--- config.mk ---
export PLATFORM = sky130hd
export DESIGN_NAME = rtl_divider
export DESIGN_NICKNAME = d
export VERILOG_FILES = /design/src/rtl/rtl_divider.sv
export SDC_FILE = /design/constraint.sdc
export NUM_CORES = 1
export LEC_CHECK = 0
export BUFFER_PORTS_ARGS = -buffer_cell sky130_fd_sc_hd__buf_2
export CAP_MARGIN = 10
export CORE_MARGIN = 4
export CORE_UTILIZATION = 52
export DETAILED_ROUTE_END_ITERATION = 7
export GPL_ROUTABILITY_DRIVEN = 0
export PLACE_DENSITY = 0.77
export SLEW_MARGIN = 20
export SYNTH_ARGS = -nofsm -noshare
export SYNTH_HDL_FRONTEND = slang
export SYNTH_SLANG_ARGS = --single-unit
--- constraint.sdc ---
create_clock -name clk -period 4.2 [get_ports clk]
set_input_delay 0.63 -clock clk [delete_from_list [all_inputs] [get_ports clk]]
set_output_delay 0.63 -clock clk [all_outputs]
set_load 0.02 [all_outputs]
--- src/rtl/rtl_divider.sv ---
// rtl_divider: sequential unsigned restoring divider, one quotient bit per clock.
// Handshake: start/ready in, valid pulse out; quotient/remainder are registered.
// Optional build macro RTL_DIVIDER_DIV0_EN: a zero divisor bypasses BUSY and
// raises div_by_zero alongside valid.
module rtl_divider #(
  parameter int unsigned N = 32,
  parameter int unsigned D = 16
) (
  input  logic         clk,
  input  logic         rst,
  input  logic         start,
  input  logic [N-1:0] dividend,
  input  logic [D-1:0] divisor,
  output logic         ready,
  output logic         valid,
  output logic [N-1:0] quotient,
  output logic [D-1:0] remainder
`ifdef RTL_DIVIDER_DIV0_EN
  ,
  output logic         div_by_zero
`endif
);

  localparam int unsigned CW = (N > 1) ? $clog2(N) : 1;

  typedef enum logic [1:0] {
    S_IDLE,
    S_BUSY,
    S_DONE
  } state_t;

  state_t         r_state;
  state_t         w_state_next;

  // Dividend register doubles as the quotient register: dividend bits leave
  // from the MSB while quotient bits enter at the LSB.
  logic [N-1:0]   r_dq;
  logic [D-1:0]   r_dvsr;
  logic [D:0]     r_rem;
  logic [CW-1:0]  r_cnt;

  logic [D:0]     w_shift;
  logic [D:0]     w_diff;
  logic [D:0]     w_rem_next;
  logic           w_qbit;
  logic           w_accept;
  logic           w_last;
`ifdef RTL_DIVIDER_DIV0_EN
  logic           w_div0_in;
  assign w_div0_in = (divisor == '0);
`endif

  assign w_accept   = (r_state == S_IDLE) && start;
  assign w_last     = (r_state == S_BUSY) && (r_cnt == '0);
  assign w_shift    = (r_rem << 1) | {{D{1'b0}}, r_dq[N-1]};
  assign w_diff     = w_shift - {1'b0, r_dvsr};
  assign w_qbit     = (w_shift >= {1'b0, r_dvsr});
  assign w_rem_next = w_qbit ? w_diff : w_shift;

  assign ready = (r_state == S_IDLE);
  assign valid = (r_state == S_DONE);

  // State register
  always_ff @(posedge clk or posedge rst) begin
    if (rst) begin
      r_state <= S_IDLE;
    end else begin
      r_state <= w_state_next;
    end
  end

  // Next-state decode
  always_comb begin
    w_state_next = r_state;
    unique case (r_state)
      S_IDLE: begin
        if (start) begin
`ifdef RTL_DIVIDER_DIV0_EN
          w_state_next = w_div0_in ? S_DONE : S_BUSY;
`else
          w_state_next = S_BUSY;
`endif
        end
      end
      S_BUSY: begin
        if (r_cnt == '0) begin
          w_state_next = S_DONE;
        end
      end
      S_DONE: begin
        w_state_next = S_IDLE;
      end
      default: begin
        w_state_next = S_IDLE;
      end
    endcase
  end

  // Operand capture, restoring iteration and result load
  always_ff @(posedge clk or posedge rst) begin
    if (rst) begin
      r_dq      <= '0;
      r_dvsr    <= '0;
      r_rem     <= '0;
      r_cnt     <= '0;
      quotient  <= '0;
      remainder <= '0;
`ifdef RTL_DIVIDER_DIV0_EN
      div_by_zero <= 1'b0;
`endif
    end else begin
      if (w_accept) begin
        r_dq   <= dividend;
        r_dvsr <= divisor;
        r_rem  <= '0;
        r_cnt  <= CW'(N - 1);
`ifdef RTL_DIVIDER_DIV0_EN
        if (w_div0_in) begin
          quotient    <= '1;
          remainder   <= dividend[D-1:0];
          div_by_zero <= 1'b1;
        end
`endif
      end else if (r_state == S_BUSY) begin
        r_dq  <= {r_dq[N-2:0], w_qbit};
        r_rem <= w_rem_next;
        if (!w_last) begin
          r_cnt <= r_cnt - 1'b1;
        end else begin
          // A zero divisor subtracts nothing, so the partial remainder has
          // simply accumulated the low dividend bits; only the quotient
          // needs forcing.
          quotient  <= (r_dvsr == '0) ? '1 : {r_dq[N-2:0], w_qbit};
          remainder <= w_rem_next[D-1:0];
`ifdef RTL_DIVIDER_DIV0_EN
          div_by_zero <= 1'b0;
`endif
        end
      end
    end
  end

endmodule

* After elaboration in Yosys (flattened, before gate mapping) *
Cells that the tools add are included.

storage, ports and cells
  word-level logic and storage cells = 38
  register bits after elaboration = 119
  output and inout port bits = 50

cells by class
  equality and inequality tests = 5
  bitwise gates (word level) = 2
  $add $sub $neg = 2
  reductions and logical operators = 9
  $lt $le $gt $ge = 1
  multiplexer cells = 12

operator list
  cell                 number
  $mux 32              3
  $mux 16              3
  $ge 17x16->1         1
  $or 17x1->17         1
  $logic_not 16->1     1
  $sub 16x16->16       1
  $mux 5               3
  $ne 2x2->1 const B   3
  $logic_not 5->1      1
  $sub 5x1->5 const B  1
  $mux 2               2
  $pmux 2 s2           1
  $reduce_and 2->1     2
  $reduce_and 3->1     1
  $eq 2x1->1 const B   1
  $eq 2x2->1 const B   1
  $logic_and 1x1->1    2
  $logic_not 2->1      1
  $reduce_bool 2->1    1
  $not 1->1            1

* Longest topological paths before layout *
  depth after elaboration = 5
  mapped depth = 11
  mapped depth without buffers = 10

* Least setup slack after synthesis *
No wires, ideal clock.

  kind = register to register
  start = register r_dq[31]
  end = register remainder[14]
  required time = 4.058 ns
  data arrival time = 2.225 ns
  path buffers = 0
  cell stages (with the launch flop) = 11
  library setup time = 0.142 ns
  path slack = 1.833 ns
  cell sequence = dfrtp_1 -> inv_1 -> ha_1 -> inv_1 -> fa_1 -> a21o_1 -> a221oi_2 -> o21bai_1 -> a311o_1 -> o211ai_1 -> a31oi_1

on the way
  cells in the longest elaborated chain, start to end = 3

RTL lines
  what                                            RTL line  source
  start: declaration                              37        logic [N-1:0] r_dq;
  start signal: assignment                        113       r_dq <= dividend;
  start signal: assignment                        125       r_dq <= {r_dq[N-2:0], w_qbit};
  $or 17x1->17 *                                  55        assign w_shift = (r_rem << 1) | {{D{1'b0}}, r_dq[N-1]};
  $sub 16x16->16 or $ge 17x16->1 (tied branches)  56, 57
  $mux 16 *                                       58        assign w_rem_next = w_qbit ? w_diff : w_shift;
  end signal: assignment                          134       remainder <= w_rem_next[D-1:0];
  end: declaration                                17        output logic [D-1:0] remainder

Every way passes the cells marked *; elsewhere a longest branch is shown, timed or not.
A chain may end at the register's enable or synchronous reset.

* Worst setup path in the final report *
  start = register r_rem[3]
  end = register r_rem[6]

on the way
  cells in the longest elaborated chain, start to end = 5

RTL lines
  what                                            RTL line  source
  start: declaration                              39        logic [D:0] r_rem;
  start signal: assignment                        126       r_rem <= w_rem_next;
  $or 17x1->17 *                                  55
  $sub 16x16->16 or $ge 17x16->1 (tied branches)  56, 57
  $mux 16 *                                       58
  $mux 16 *                                       124       end else if (r_state == S_BUSY) begin
  $mux 16 *                                       112       if (w_accept) begin

Every way passes the cells marked *; elsewhere a longest branch is shown, timed or not. The select of a mux whose other input is x is not followed.

==> results.cfg <==
[outcome]
status = finished, final reports clean

[worst_setup_path]
rr_worst_depth = 7
r2r-end = r_rem[6]
r2r_setup_slack_ns = 1.20
critPathCaptureType = flop
cp.buffers_inverters = 0
critPathMaxStageDelay_ns = 0.73
crit_family = compound AO/OA/AOI/OAI gates
worst-setup-path-type = reg -> reg
r2r_start = r_rem[3]
cp_max_fo = 18
cp-start-kind = flop
cp-startpoint = r_rem[3]
cp.arrival_ns = 3.42
worstPathRequired_ns = 4.62
crit_path_top_delay_cell = o21a_1
path_cells = ha_1, nand2_1, a211o_1, a211oi_4, o21a_1, o21ai_0, a32o_1

[synth]
yosysWarningCount = 0
syn_nets = 669
synthArstFlopShare_pct = 100
synthesis.area_sq_um = 5830
ys_seq_elements = 119
synth_area_leaders = dfrtp_1 (51%), nand2_1 (6.8%), o22a_1 (4.7%)
seq_area_frac_synth_pct = 51.0
synth_edf_count = 0
synth_flop_cell = dfrtp_1
yosysTopAreaCell = dfrtp_1
ys_types = 59
syn_avg_cell_area_sq_um = 9.74
syn_inst = 599
synth_top_area_share_pct = 51.0

[clock_network]
post_cts.repair.setup_buffers = 0
cts-resized-gates = 0
cts_tree = yes
path_clk_slew_ns = 0.06
clk_latency_ns = 0.53
numClockSinks = 119
numCtsBuffers = 17
clockBufferDepth = 2
cts-root-buf = clkbuf_8
hold_buffers = 0
h-tree-depth = 4

[sta]
tns_ns = 0
max-slew-margin-rel_pct = 29.2
period_minus_slack_ns = 3.00
tightestPinTransition_ns = 1.06
setup_viol = 0
rsz0062_at_grt = false
finalMaxSlewViolations = 0
fmax_mhz = 333
hold_ws_ns = 0.289
fin_crit_sh_pct = 71.5
skew_ns = 0.00795
report.final.hold_viol_count = 0

[drt]
drt-wirelength-per-cell_microns = 18.4
via_count = 5078
finalWirelength_microns = 15400
dr.pass1.iters = 5
ant_nets = 0
drt-initial-drc-count = 456
drc = 0
avgViaCountPerCell = 6.05

[floorplanning]
num_rows = 38
die_h_microns = 114
die_area_sq_um = 13000
core_region_area_sq_um = 10900
die_w_microns = 114
num_io_pins = 101
initial_core_util_pct = 53.6

[hold_path]
min_path_type = in -> async

[power_and_ir_drop]
power_frac_comb_pct = 49.8
power_frac_seq_pct = 30.3
vdd_drop_max_v = 0.000588
power.share.clock_pct = 20.0
cellPowerDensity_nw_per_um2 = 988
p_leak_nw = 3.29
intPower_w = 0.00391
power_switching_w = 0.00299
switching_share_pct = 43.3

[grt]
grt_remaining_overflow = 0
grt_antenna_before_repair = 0
grt_pass1_wl_microns = 25600
grt_max_degree = 72
grt_pass1_vias = 5264
gr-usage-all-layers_pct = 25.0

[finish]
drive_gt1_share_pct = 21.7
num_antenna_cells = 0
final_cell_mix = dfrtp_1 (119), nand2_1 (105), buf_2 (100)
syn_to_final_growth_pct = 19.6
final_common_cell = dfrtp_1
fin_nets = 757

[place]
io_buffers = 100
hpwlAfterDp_microns = 10400

[flow_run]
cap_violations = 0
==> how the worst max path moves through the flow <==
stage                    to  slack, ns  depth (start not counted)
2_1_floorplan   quotient[0]       0.41                          1
3_3_place_gp       r_rem[6]       1.45                          7
3_5_place_dp       r_rem[6]       1.35                          7
4_1_cts            r_rem[6]       1.29                          7
5_1_grt        remainder[7]       1.13                          9
6_report           r_rem[6]       1.20                          7
==> cells in the mapped netlist, drive strengths merged, types with 8 or more instances <==
library cell / number
dfrtp: 119
nand2: 105
o21ai: 37
a22oi: 33
o22a: 31
clkbuf: 29
nor2: 28
nand3: 22
inv: 21
a21oi: 20
ha: 18
a31oi: 15
nand4: 12
buf: 10
nor3: 8
o211ai: 8
==> per-stage QoR <==
step           cells  setup WS (ns)  util (%)  total power [W]  cell area [sq um]
6_report         839           1.20      64.1          0.00689               6980
5_1_grt          839           1.13      64.1          0.00743               6980
4_1_cts          839           1.29      64.1          0.00689               6980
3_5_place_dp     808           1.35      59.0          0.00546               6420
3_3_place_gp     808           1.45      59.0          0.00533               6420
2_1_floorplan    599          0.413         -          0.00458               5830
==> routing by layer <==
metal / share of wire, % / wire (microns) / global-route usage (%) / up-vias
met5: 0 / 0 / 0 / -
met4: 2.8 / 439 / 10.7 / 0
met3: 6.7 / 1040 / 9.23 / 37
met2: 49 / 7600 / 41.4 / 188
met1: 41 / 6370 / 29.1 / 2485
li1: - / - / - / 2368
==> registers in the layout (all words and copies together), names as in the netlist <==
signal	cells
r_dvsr	16
remainder	16
r_cnt	5
r_dq	32
r_state	2
r_rem	16
quotient	32
==> worst register-to-register path, stage by stage (launching register included) <==
cell	delay, ns
dfrtp_1	0.43
ha_1	0.39
nand2_1	0.11
a211o_1	0.29
a211oi_4	0.35
o21a_1	0.73
o21ai_0	0.28
a32o_1	0.32
==> cell type report <==
type,instances,area (sq um)
clock buffers,20,435
multi-input cells,420,2620
flip-flops and latches,119,2980
clock inverters,11,125
inverters,21,81.3
fillers,868,3910
well taps,140,175
repair buffers,108,561
==> power by group through the flow <==
stage               Clock, W  Combinational [W]  Sequential [W]
global route         0.00146            0.00382         0.00214
finish               0.00138            0.00343         0.00209
detailed placement         0            0.00337         0.00208
global placement           0            0.00327         0.00206
floorplan                  0            0.00237         0.00221
CTS                  0.00140            0.00341         0.00208
==> cell families (layout without fill, tap and decap cells) <==
logic type	count (synthesis)	count (layout)	share of synthesized area (%)
adder cells (fa/ha/maj)	19	19	4.20
AO/OA/AOI/OAI	185	185	22.9
flip-flops	119	119	51.0
AND/OR/NAND/NOR	205	205	16.0
buffers and inverters	60	160	4.25
XOR/XNOR	10	10	1.50
multiplexers	1	1	0.172
(Power assumes the default switching activity.)
